<file path="src/rtl/mem_read_arbiter.sv">
// mem_read_arbiter: round-robin sharing of one packet-buffer read port and one free-list free port among NUM_PORTS tx controllers
// Ports: clk/rst (sync, active-high); mem_re_i/mem_raddr_i/mem_rgnt_o per-port read request, address, grant;
//        mem_rvalid_o per-port return valid with broadcast mem_rdata_o; mem_re_o/mem_raddr_o/mem_rdata_i memory read port;
//        fl_free_req_i/fl_free_block_idx_i/fl_free_ack_o per-port release; fl_free_req_o/fl_free_block_idx_o/fl_free_rdy_i free-list port.
// Optional MEM_RD_ARB_PERF_EN adds rd_wait_cnt_o, one saturating 16-bit wait counter per port.
package mem_pkg;
    localparam int ADDR_W     = 8;
    localparam int BLOCK_BITS = 32;
endpackage

module mem_read_arbiter
    import mem_pkg::*;
#(
    parameter int NUM_PORTS = 4,
    parameter int READ_LAT  = 2
) (
    input  logic                             clk,
    input  logic                             rst,
    input  logic [NUM_PORTS-1:0]             mem_re_i,
    input  logic [NUM_PORTS-1:0][ADDR_W-1:0] mem_raddr_i,
    output logic [NUM_PORTS-1:0]             mem_rgnt_o,
    output logic [NUM_PORTS-1:0]             mem_rvalid_o,
    output logic [BLOCK_BITS-1:0]            mem_rdata_o,
    output logic                             mem_re_o,
    output logic [ADDR_W-1:0]                mem_raddr_o,
    input  logic [BLOCK_BITS-1:0]            mem_rdata_i,
    input  logic [NUM_PORTS-1:0]             fl_free_req_i,
    input  logic [NUM_PORTS-1:0][ADDR_W-1:0] fl_free_block_idx_i,
    output logic [NUM_PORTS-1:0]             fl_free_ack_o,
    output logic                             fl_free_req_o,
    output logic [ADDR_W-1:0]                fl_free_block_idx_o,
`ifdef MEM_RD_ARB_PERF_EN
    output logic [NUM_PORTS-1:0][15:0]       rd_wait_cnt_o,
`endif
    input  logic                             fl_free_rdy_i
);
    localparam int PW = $clog2(NUM_PORTS);

    logic [PW-1:0]               rd_ptr, fr_ptr, rd_win, fr_win;
    logic [READ_LAT-1:0]         tag_v;
    logic [READ_LAT-1:0][PW-1:0] tag_id;

    // Search runs from furthest to nearest so the port just after ptr is written last and wins;
    // i = NUM_PORTS truncates to ptr itself, which therefore has lowest priority.
    function automatic logic [PW-1:0] rr_pick(input logic [NUM_PORTS-1:0] req, input logic [PW-1:0] ptr);
        logic [PW-1:0] win;
        win = '0;
        for (int i = NUM_PORTS; i >= 1; i--)
            if (req[ptr + PW'(i)]) win = ptr + PW'(i);
        return win;
    endfunction

    always_comb begin
        rd_win              = rr_pick(mem_re_i, rd_ptr);
        fr_win              = rr_pick(fl_free_req_i, fr_ptr);
        mem_re_o            = |mem_re_i && !rst;
        mem_raddr_o         = mem_raddr_i[rd_win];
        mem_rgnt_o          = mem_re_o ? NUM_PORTS'(1) << rd_win : '0;
        fl_free_req_o       = |fl_free_req_i && !rst;
        fl_free_block_idx_o = fl_free_block_idx_i[fr_win];
        fl_free_ack_o       = (fl_free_req_o && fl_free_rdy_i) ? NUM_PORTS'(1) << fr_win : '0;
        mem_rvalid_o        = (tag_v[READ_LAT-1] && !rst) ? NUM_PORTS'(1) << tag_id[READ_LAT-1] : '0;
        mem_rdata_o         = mem_rdata_i;
    end

    // Tag pipeline mirrors the memory latency so each returning beat carries its requester's id.
    always_ff @(posedge clk) begin
        if (rst) begin
            rd_ptr <= PW'(NUM_PORTS - 1);
            fr_ptr <= PW'(NUM_PORTS - 1);
            tag_v  <= '0;
            tag_id <= '0;
        end else begin
            rd_ptr    <= mem_re_o ? rd_win : rd_ptr;
            fr_ptr    <= (fl_free_req_o && fl_free_rdy_i) ? fr_win : fr_ptr;
            tag_v[0]  <= mem_re_o;
            tag_id[0] <= rd_win;
            for (int i = 1; i < READ_LAT; i++) begin
                tag_v[i]  <= tag_v[i-1];
                tag_id[i] <= tag_id[i-1];
            end
        end
    end

`ifdef MEM_RD_ARB_PERF_EN
    always_ff @(posedge clk) begin
        for (int p = 0; p < NUM_PORTS; p++)
            rd_wait_cnt_o[p] <= rst ? '0 :
                (mem_re_i[p] && !mem_rgnt_o[p] && rd_wait_cnt_o[p] != 16'hFFFF) ? rd_wait_cnt_o[p] + 16'd1 :
                rd_wait_cnt_o[p];
    end
`endif

endmodule
</file>
<file path="config.mk">
export PLATFORM = sky130hd
export DESIGN_NAME = mem_read_arbiter
export DESIGN_NICKNAME = d
export VERILOG_FILES = /design/src/rtl/mem_read_arbiter.sv
export SDC_FILE = /design/constraint.sdc
export NUM_CORES = 1
export LEC_CHECK = 0
export CORE_AREA = 2 2 52 103
export DETAILED_ROUTE_END_ITERATION = 16
export DIE_AREA = 0 0 54 105
export HOLD_SLACK_MARGIN = 0.03
export PLACE_DENSITY = 0.81
export SYNTH_ARGS = -nofsm -noshare
export SYNTH_HDL_FRONTEND = slang
export SYNTH_SLANG_ARGS = --single-unit
</file>
<file path="constraint.sdc">
create_clock -name clk -period 4.35 [get_ports clk]
set_input_delay 1.0875 -clock clk [delete_from_list [all_inputs] [get_ports clk]]
set_output_delay 1.0875 -clock clk [all_outputs]
set_load 0.1 [all_outputs]
</file>
==> Yosys cells after proc, flatten, opt, wreduce, memory -nomap -nowiden <==
Cells that the tools add are included.
{ "op_classes": {"n_addsub": 6, "n_lt_le_gt_ge": 10, "n_shift": 3, "n_mux": 31, "reduce_logical": 7} }
{ "op_table": {"columns": ["op", "count"], "rows": [
  ["$bmux 8 s2", 2],
  ["$lt 2x3->1 const B", 10],
  ["$bmux 1 s2", 8],
  ["$mux 2", 8],
  ["$mux 8", 2],
  ["$mux 4", 3],
  ["$shl 1x2->4 const A", 3],
  ["$add 2x2->2 const B", 4],
  ["$mux 1", 8],
  ["$reduce_or 4->1", 2],
  ["$add 2x1->2 const B", 2],
  ["$logic_and 1x1->1", 4],
  ["$logic_not 1->1", 1]
]} }
{ "word_totals": {"regBits": 10, "out_inout_bits": 62, "word_cells": 62} }

==> Longest topological paths before layout <==
Gate-level depths: netlist of the first run.
{ "depth": {"word_depth": 8, "depth_mapped": 6, "ltp_nobuf": 4} }

==> Worst setup path before layout of the first run <==
No wires, ideal clock.
{ "synth_timing": {"path_kind": "input port to output port", "from": "input port rst", "to": "output port mem_rvalid_o[0]", "t_arrival_ps": 4629, "slack_ps": -1367, "cell_stages": 3, "path_buffers": 2, "path_cell_list": "clkbuf_1 -> clkbuf_1 -> nor4b_1"} }
{ "synth_via": {"elab_chain_len": 3} }
{ "synth_lines": {"columns": ["item", "line_no", "text"], "rows": [
  ["start: declaration", "18", "input logic rst,"],
  ["$logic_not 1->1", "62", "mem_rvalid_o = (tag_v[READ_LAT-1] && !rst) ? NUM_PORTS'(1) << tag_id[READ_LAT-1] : '0;"],
  ["$logic_and 1x1->1", "62", null],
  ["$mux 4", "62", null],
  ["end: declaration", "22", "output logic [NUM_PORTS-1:0] mem_rvalid_o,"]
]} }
Every way passes these cells.

==> Final worst setup path of the first run <==
{ "layout_timing": {"from": "input port mem_re_i[3]", "to": "output port mem_raddr_o[5]"} }
{ "layout_via": {"elab_chain_len": 8, "word_cells_on_any_way": 14, "classes_between": "mux (14)"} }
{ "layout_lines": {"columns": ["item", "line_no", "text"], "rows": [
  ["start: declaration", "19", "input logic [NUM_PORTS-1:0] mem_re_i,"],
  ["$bmux 1 s2", "49", "if (req[ptr + PW'(i)]) win = ptr + PW'(i);"],
  ["$mux 1 (not written as such)", "49", null],
  ["$mux 2 (3 in a row)", "49", null],
  ["$mux 2 (*)", "49", null],
  ["$bmux 8 s2 (*)", "57", "mem_raddr_o = mem_raddr_i[rd_win];"],
  ["$mux 8 (not written as such) (*)", "57", null],
  ["end: declaration", "25", "output logic [ADDR_W-1:0] mem_raddr_o,"]
]} }
Mark *: on every way between the ends. The rest lies on a longest branch, timed or not. The select of a mux whose other input is x is not followed.

==> results.ini, run 1 <==
[outcome]
outcome = finished clean

[clock_network]
htree_levels = 1
cts_sinks = 10
cts_buffers = 3
clk_latency_ns = 0.23
post-cts-setup-buffers = 0
cts-root-buf = clkbuf_8
clk_pin_slew_worst_paths_ns = 0.04
cts_hold_buf = 0
cts_max_path_buffers = 2
cts_tree = done
cts_resized = 0

[timing]
hold_viol = 0
tns_ns = 0
rsz0062_at_grt = no
setup_viol_count_final = 0
worst_pin_slew_ns = 0.667
finalCriticalPeriod_ns = 4.12
drv_slew = 0
slew_headroom_pct = 55.5
finalClockSkew_ns = 0.000771
finalCritPeriodShare_pct = 94.8
fmax_mhz = 243

[yosys]
synth_area_leaders = mux2i_1 (36%), buf_4 (20%), dfxtp_1 (15%), nor2b_1 (4.7%), nor2_1 (3.6%)
yosysTopAreaCell = mux2i_1
synth-main-ff-cell = dfxtp_1
syn_inst = 156
netlist_area_sq_mm = 0.00134
ys_warn_count = 0
synth_top_area_share_pct = 35.9
ys_types = 28
syn-num-nets = 263
seq_area_frac_synth_pct = 15.0
synthArstFlopShare_pct = 0
postSynthRegisterBits = 10
synth_edf_count = 0
syn_avg_cell_area_sq_um = 8.57

[floorplan]
die-area_sq_mm = 0.00567
die_h_um = 105
die_w_um = 54
core-area_sq_mm = 0.00486
fp-row-count = 36
start_util_pct = 27.5
ioPinCount = 169

[setup_path]
r2r_cells = 5
path_cells = clkdlybuf4s50_1 > nand2b_1 > and3_1 > o32ai_2 > buf_12 > mux2i_2 > buf_12
critPathMaxStageDelay_ns = 0.54
cp_max_fo = 11
reg2reg_setup_slack_ns = 2.79
r2r-end = rd_ptr[0]
cp.arrival_ns = 3.04
startpoint_type = input port
cp_num_buf_inv = 3
worst_path_max_delay_cell = clkdlybuf4s50_1
crit_type = input port to output port
cp.required_ns = 3.26
r2r-start = rd_ptr[0]
cp_top_family = buffers and inverters
end_kind = output port
cp_common_cell = buf_12

[routing]
via_per_inst = 4.96
antenna_left = 0
firstDrtPassIters = 3
vias = 1419
wl_per_cell_um = 14.3
drtIter0Drc = 11
drc_errors = 0
wl_mm = 4.09

[place]
globalplace.congestion = 0.691
portBuffers = 104
hpwl_mm = 3.58

[final_layout]
area_growth_pct = 99.2
final_layout_size_suffix_gt1_share_pct = 28.8
finalCoreUtilization_pct = 54.8
finalNetCount = 337
diodes = 0
final_cell_mix = clkdlybuf4s50_1 (74), mux2i_1 (32), buf_12 (31)
final_common_cell = clkdlybuf4s50_1

[power_and_ir_drop]
p_per_area_mw_per_mm2 = 343
ir_worst_vdd_v = 0.000304
power_leakage_nw = 1.07

[global_routing]
gr-total-overflow = 0
grt_usage_pct = 15.2
grt_pass1_vias = 1466
antenna_found_initial = 0
grt_max_degree = 20
grt_pass1_wl_mm = 6.33

[min_path]
hold_depth = 1
hp-class = flip-flop to flip-flop
min_to = tag_id[3]
hp-start = tag_id[1]

[run]
drv_cap = 0

[power by group]
group	internal (mW)	switching (mW)
combinational	0.291	0.404
clock	0.0793	0.0335
sequential	0.100	0.00715
total	0.470	0.445
[layer usage]
metal / share of wire, % / GRT usage, % / vias to the layer above
met5: 0 / 0 / -
met4: 5.1 / 9.82 / 0
met3: 17 / 5.57 / 22
met2: 53 / 28.5 / 111
met1: 25 / 11.5 / 624
li1: - / - / 662
[worst max-delay path by stage]
stage / to / depth (start not counted) / start / slack (ns)
floorplan: mem_rvalid_o[1] / 2 / rst / -0.91
global placement: fl_free_ack_o[0] / 6 / fl_free_req_i[1] / 0.25
detailed placement: fl_free_block_idx_o[5] / 6 / fl_free_req_i[1] / 0.21
CTS: fl_free_block_idx_o[5] / 6 / fl_free_req_i[1] / 0.21
global route: fl_free_block_idx_o[2] / 6 / fl_free_req_i[3] / 0.11
finish: mem_raddr_o[5] / 7 / mem_re_i[3] / 0.23
[layout make-up]
type	instances	area [sq um]
multi-input cells	103	935
well taps	57	71.3
repair buffers	109	1390
clock buffers	4	55.1
flip-flops and latches	10	200
fillers	426	2200
inverters	3	11.3
[through the flow]
stage | hold slack (ns) | setup slack [ns] | cells | power (mW) | cell area, sq um
finish | 0.433 | 0.227 | 286 | 0.915 | 2660
global route | 0.454 | 0.110 | 286 | 0.953 | 2660
CTS | 0.440 | 0.210 | 286 | 0.926 | 2660
detailed placement | 0.430 | 0.207 | 282 | 0.809 | 2610
global placement | 0.418 | 0.249 | 282 | 0.803 | 2610
floorplan | 0.414 | -0.910 | 156 | 0.679 | 1420
[cell usage after synthesis (3+ instances only)]
cell and number:
dfxtp_1 10, mux2i_1 48, nand2_1 3, nor2_1 13, nand2b_1 6, inv_1 3
nor2b_1 10, buf_4 36
[logic make-up (layout without fill, tap and decap cells)]
| family | count (synthesis) | after routing | share of synthesized area (%) |
|---|---|---|---|
| flops | 10 | 10 | 15.0 |
| simple gates | 43 | 43 | 18.3 |
| mux | 48 | 48 | 35.9 |
| compound gates | 12 | 12 | 7.30 |
| buf+inv | 43 | 116 | 23.5 |
[worst reg2reg max path, delay by kind of cell (launching register included)]
| family | cells | cell delay, ns |
|---|---|---|
| buf+inv | 2 | 0.27 |
| flops | 1 | 0.38 |
| compound gates | 3 | 0.78 |
[registers in the layout, indices dropped and copies added, names as in the netlist]
| name | cells |
|---|---|
| tag_v | 2 |
| fr_ptr | 2 |
| rd_ptr | 2 |
| tag_id | 4 |
Power figures use the tool's default switching activity.
==> run 2: changes to the inputs <==
- CORE_AREA: 2 2 52 103 -> 2 2 54 107
- DIE_AREA: 0 0 54 105 -> 0 0 56 109
- PLACE_DENSITY: 0.81 -> 0.75
- clock period: 4.35 -> 4.2 ns (I/O delays scaled with it)
==> run 2 against run 1 <==
Net effect:
- sequential power barely moved
- first-iteration DRC count rose to 4.8 times the previous value
- critical path depth did not move
- count of clock-buffer cells in the layout did not move
- register-to-register slack got worse by 0.10 ns
- total power rose by 3.9%
- utilization fell by 4.8 points
- critical endpoint is now mem_raddr_o[2]
==> results.ini, run 2 (synthesis results as in run 1) <==
[clock_network]
cts_hold_buf = 0
cts_resized = 0
cts_tree = done
clk_latency_ns = 0.23
cts-root-buf = clkbuf_8
cts_max_path_buffers = 2
post-cts-setup-buffers = 0
cts_buffers = 3
clk_pin_slew_worst_paths_ns = 0.05
htree_levels = 1
cts_sinks = 10

[power_and_ir_drop]
power_leakage_nw = 1.07
power_report.internal_total_mw = 0.487
p_clk_share_pct = 12.5
seqPwrFrac_pct = 11.7
combinationalPowerShare_pct = 75.8
ir_worst_vdd_v = 0.000219
p_per_area_mw_per_mm2 = 357
p_sw_mw = 0.464
swShare_pct = 48.8

[floorplan]
core-area_sq_mm = 0.00533
start_util_pct = 25.1
die-area_sq_mm = 0.00610
fp-row-count = 38
ioPinCount = 169
die_w_um = 56
die_h_um = 109

[place]
dp.cells = 285
portBuffers = 104
hpwl_mm = 3.57
dp_worst_setup_slack_ns = 0.136
globalplace.congestion = 0.829

[min_path]
hold_depth = 1
min_to = tag_v[1]
hp-start = tag_v[0]
hp-class = flip-flop to flip-flop

[timing]
setup_viol_count_final = 0
tns_ns = 0
finalClockSkew_ns = 0.000826
rsz0062_at_grt = no
finalCritPeriodShare_pct = 96.8
final.setup.worst_slack_ns = 0.134
fmax_mhz = 246
worst_pin_slew_ns = 0.549
drv_slew = 0
slew_headroom_pct = 63.4
finalCriticalPeriod_ns = 4.07
hold_viol = 0

[global_routing]
grt_max_degree = 20
grt_pass1_wl_mm = 6.71
grt_pass1_vias = 1449
grt_usage_pct = 13.7
gr-total-overflow = 0
antenna_found_initial = 0

[setup_path]
cp.required_ns = 3.15
cp.arrival_ns = 3.02
cp_top_family = buffers and inverters
r2r_cells = 4
r2r-start = fr_ptr[1]
cp_max_fo = 19
cp_num_buf_inv = 3
startpoint_type = input port
r2r-end = fr_ptr[1]
cp_common_cell = buf_12
end_kind = output port
reg2reg_setup_slack_ns = 2.69
critPathMaxStageDelay_ns = 0.51
path_cells = clkdlybuf4s50_1 > or2_0 > a311oi_4 > buf_12 > mux2i_1 > mux2i_2 > buf_12
crit_type = input port to output port
worst_path_max_delay_cell = clkdlybuf4s50_1

[final_layout]
final_cell_mix = clkdlybuf4s50_1 (74), mux2i_1 (32), buf_12 (31)
largest_reg_flops = 4
final_layout_size_suffix_gt1_share_pct = 27.9
top_register = tag_id
diodes = 0
final_common_cell = clkdlybuf4s50_1
area_growth_pct = 99.1
fin_cells = 289
finalNetCount = 337

[routing]
met3_length_um = 719
drc_errors = 0
drtIter0Drc = 53
via_per_inst = 5.06
antenna_left = 0
met1_length_mm = 1.40
wl_mm = 4.09
dr_wl_met2_mm = 1.91
vias = 1462
wl_per_cell_um = 14.2
top_layer_used = met4
firstDrtPassIters = 6

[run]
drv_cap = 0

[outcome]
outcome = finished clean

-- run 2: worst max-delay path by stage --
stage | startpoint | endpoint | slack [ns] | depth (start not counted)
2_1_floorplan | rst | mem_rvalid_o[1] | -0.97 | 2
3_3_place_gp | mem_re_i[1] | mem_raddr_o[7] | 0.21 | 7
4_1_cts | mem_re_i[1] | mem_raddr_o[2] | 0.13 | 7
5_1_grt | fl_free_req_i[3] | fl_free_block_idx_o[3] | 0.03 | 6
6_report | mem_re_i[1] | mem_raddr_o[2] | 0.13 | 7
3_5_place_dp | mem_re_i[1] | mem_raddr_o[2] | 0.14 | 7
-- run 2: cell type report --
type | instances | area (sq um)
timing repair buffer | 109 | 1390
multi-input combinational | 103 | 930
inverter | 3 | 11.3
sequential | 10 | 200
fill | 488 | 2660
clock buffer | 4 | 55.1
tap | 60 | 75.1
-- run 2: power groups by stage --
stage	Sequential (mW)	Clock, mW	Combinational, mW
global route	0.112	0.130	0.745
CTS	0.111	0.123	0.726
detailed placement	0.113	0	0.725
finish	0.111	0.118	0.721
global placement	0.112	0	0.717
floorplan	0.110	0	0.592
-- run 2: stage by stage --
stage               power [mW]  hold WS (ns)  cell area (sq um)  util, %
finish                   0.951         0.436               2660     50.0
global route             0.988         0.454               2660     50.0
CTS                      0.960         0.443               2660     50.0
detailed placement       0.838         0.432               2610     49.0
global placement         0.829         0.418               2610     49.0
floorplan                0.702         0.414               1410        -
-- run 2: layer usage --
layer  track usage [%]  vias to the layer above
met3              8.42                        7
met5                 0                        -
met1              14.2                      648
met2              22.6                      145
li1                  -                      662
met4              4.59                        0
==> edit, RTL diff (flow settings as in run 1) <==
Change the package constant `ADDR_W` from 8 to 7.
--- a/src/rtl/mem_read_arbiter.sv
+++ b/src/rtl/mem_read_arbiter.sv
@@ -5,5 +5,5 @@
 // Optional MEM_RD_ARB_PERF_EN adds rd_wait_cnt_o, one saturating 16-bit wait counter per port.
 package mem_pkg;
-    localparam int ADDR_W     = 8;
+    localparam int ADDR_W     = 7;
     localparam int BLOCK_BITS = 32;
 endpackage
Interface: changed (resized fl_free_block_idx_i, fl_free_block_idx_o, mem_raddr_i and mem_raddr_o); port bits go from 169 to 159. No check against the original RTL was run, so the function may have changed too.
==> edit against run 1 <==
  * Routed wire length is 5.0% lower
  * Count of clock-buffer cells in the layout is the same
  * Critical path type unchanged
  * Area after synthesis is 4.9% lower
  * Total power decreased by 11%
  * Setup slack improved by 49 ps
  * Cell area down 9.9%
  * Sequential cell count unchanged
==> edit: results (changes against run 1) <==
metric	value	unit	change
post-dp-hpwl	3430	um	-4.1%
largest_reg_flops	4		unchanged
synthArstFlopShare	0		unchanged
gp_congestion	0.790		+14%
first_pass_iters	4		+1
ys_warn_count	0		unchanged
diodes	0		unchanged
drtIter0Drc	6		-5
io_buffers	94		-9.6%
max_stage_delay	570	ps	+30 ps
cts_buffers	3		unchanged
vias	1288		-9.2%
crit_fanout	18		+7
min_path_cells	1		unchanged
p_leak	0.983	nW	-7.7%
skew	1.88	ps	+1.11 ps
ctsHtreeMaxLevel	1		unchanged
antenna_found_initial	0		unchanged
syn-num-nets	249		-5.3%
clkTransAtPathRegs	50	ps	
hold_path_class	flop to flop		
reg2reg_depth	3		-2
insertion_delay	230	ps	about the same
grt_max_degree	19		-5.0%
yosys-top-cells-count	mux2i_1 (42), buf_4 (33), nor2b_1 (15)		
cts_root_buf	clkbuf_8		
internal-power	0.423	mW	-10%
dp_slack	-55.9	ps	-263 ps
ir_worst_vdd	0.000276	V	-9.4%
drive_gt1_frac	0.258		-0.0300
status	finished clean		
fin_nets	313		-7.1%
critPathArrivalTime	2990	ps	-50 ps
top_register	tag_id		
slew_headroom	0.659		+0.104
synth_area_leaders	mux2i_1 (33%), buf_4 (19%), dfxtp_1 (16%)		
placed_area	2340	um^2	-10%
grt_pass1_wl	5800	um	-8.5%
ys.flop_type	dfxtp_1		
slowest_stage	clkdlybuf4s50_1		
wl_per_cell	14.4	um	+0.66%
seq_area_frac_synth	0.157		+0.00765
fill_cells	444		+4.2%
synth_cell_types	27		-3.6%
grt_use_total	0.138		-0.0143
edit: logic make-up after synthesis:
kind of cell / count (synthesis) / share of synthesized area
DFF: 10 / 0.157
muxes: 42 / 0.330
buffers and inverters: 40 / 0.238
AOI/OAI and AO/OA: 13 / 0.0787
and+or+nand+nor: 45 / 0.196
edit: path summary, 6_finish.rpt:
path | from | endpoint | slack (ps)
max | mem_re_i[1] | mem_raddr_o[0] | 280
min | tag_id[0] | tag_id[2] | 430
max reg2reg | rd_ptr[0] | rd_ptr[1] | 2890
min reg2reg | tag_id[0] | tag_id[2] | 430
edit: layout make-up:
cell class,instances,area (um^2),area share
inverter,1,3.75,0.00156
tap,57,71.3,0.0297
clock buffer,4,55.1,0.0229
multi-input combinational,100,831,0.346
sequential,10,200,0.0834
timing repair buffer,98,1240,0.516
edit: power by group through the flow:
stage | sequential (mW) | combinational, mW | clock [mW]
after floorplan | 0.106 | 0.514 | 0
after global placement | 0.107 | 0.594 | 0
after detailed placement | 0.108 | 0.598 | 0
after CTS | 0.106 | 0.598 | 0.120
after global routing | 0.107 | 0.619 | 0.125
final | 0.106 | 0.593 | 0.114
edit: routing by layer:
metal,GRT usage,share of wire
met3,0.0857,0.20
met2,0.261,0.54
met5,0,0
met4,0.0661,0.037
met1,0.0911,0.22
edit: metrics by stage:
stage	std cells	power [mW]	util	TNS, ps
2_1_floorplan	150	0.619	-	-1220
3_3_place_gp	266	0.701	0.482	-35.0
3_5_place_dp	266	0.705	0.482	-83.1
4_1_cts	270	0.824	0.493	0
5_1_grt	270	0.850	0.493	0
6_report	270	0.813	0.493	0
edit: worst max-delay path: cells and delay by family:
family	cells	cell delay (ps)
AOI/OAI and AO/OA	1	280
buffers and inverters	2	780
muxes	2	460
and+or+nand+nor	1	370
edit: repair_timing:
item,4_1_cts,5_1_grt
gates resized for setup,1,0
setup endpoints to repair,4,0
endpoints found under the hold margin,0,0
buffers inserted,0,0
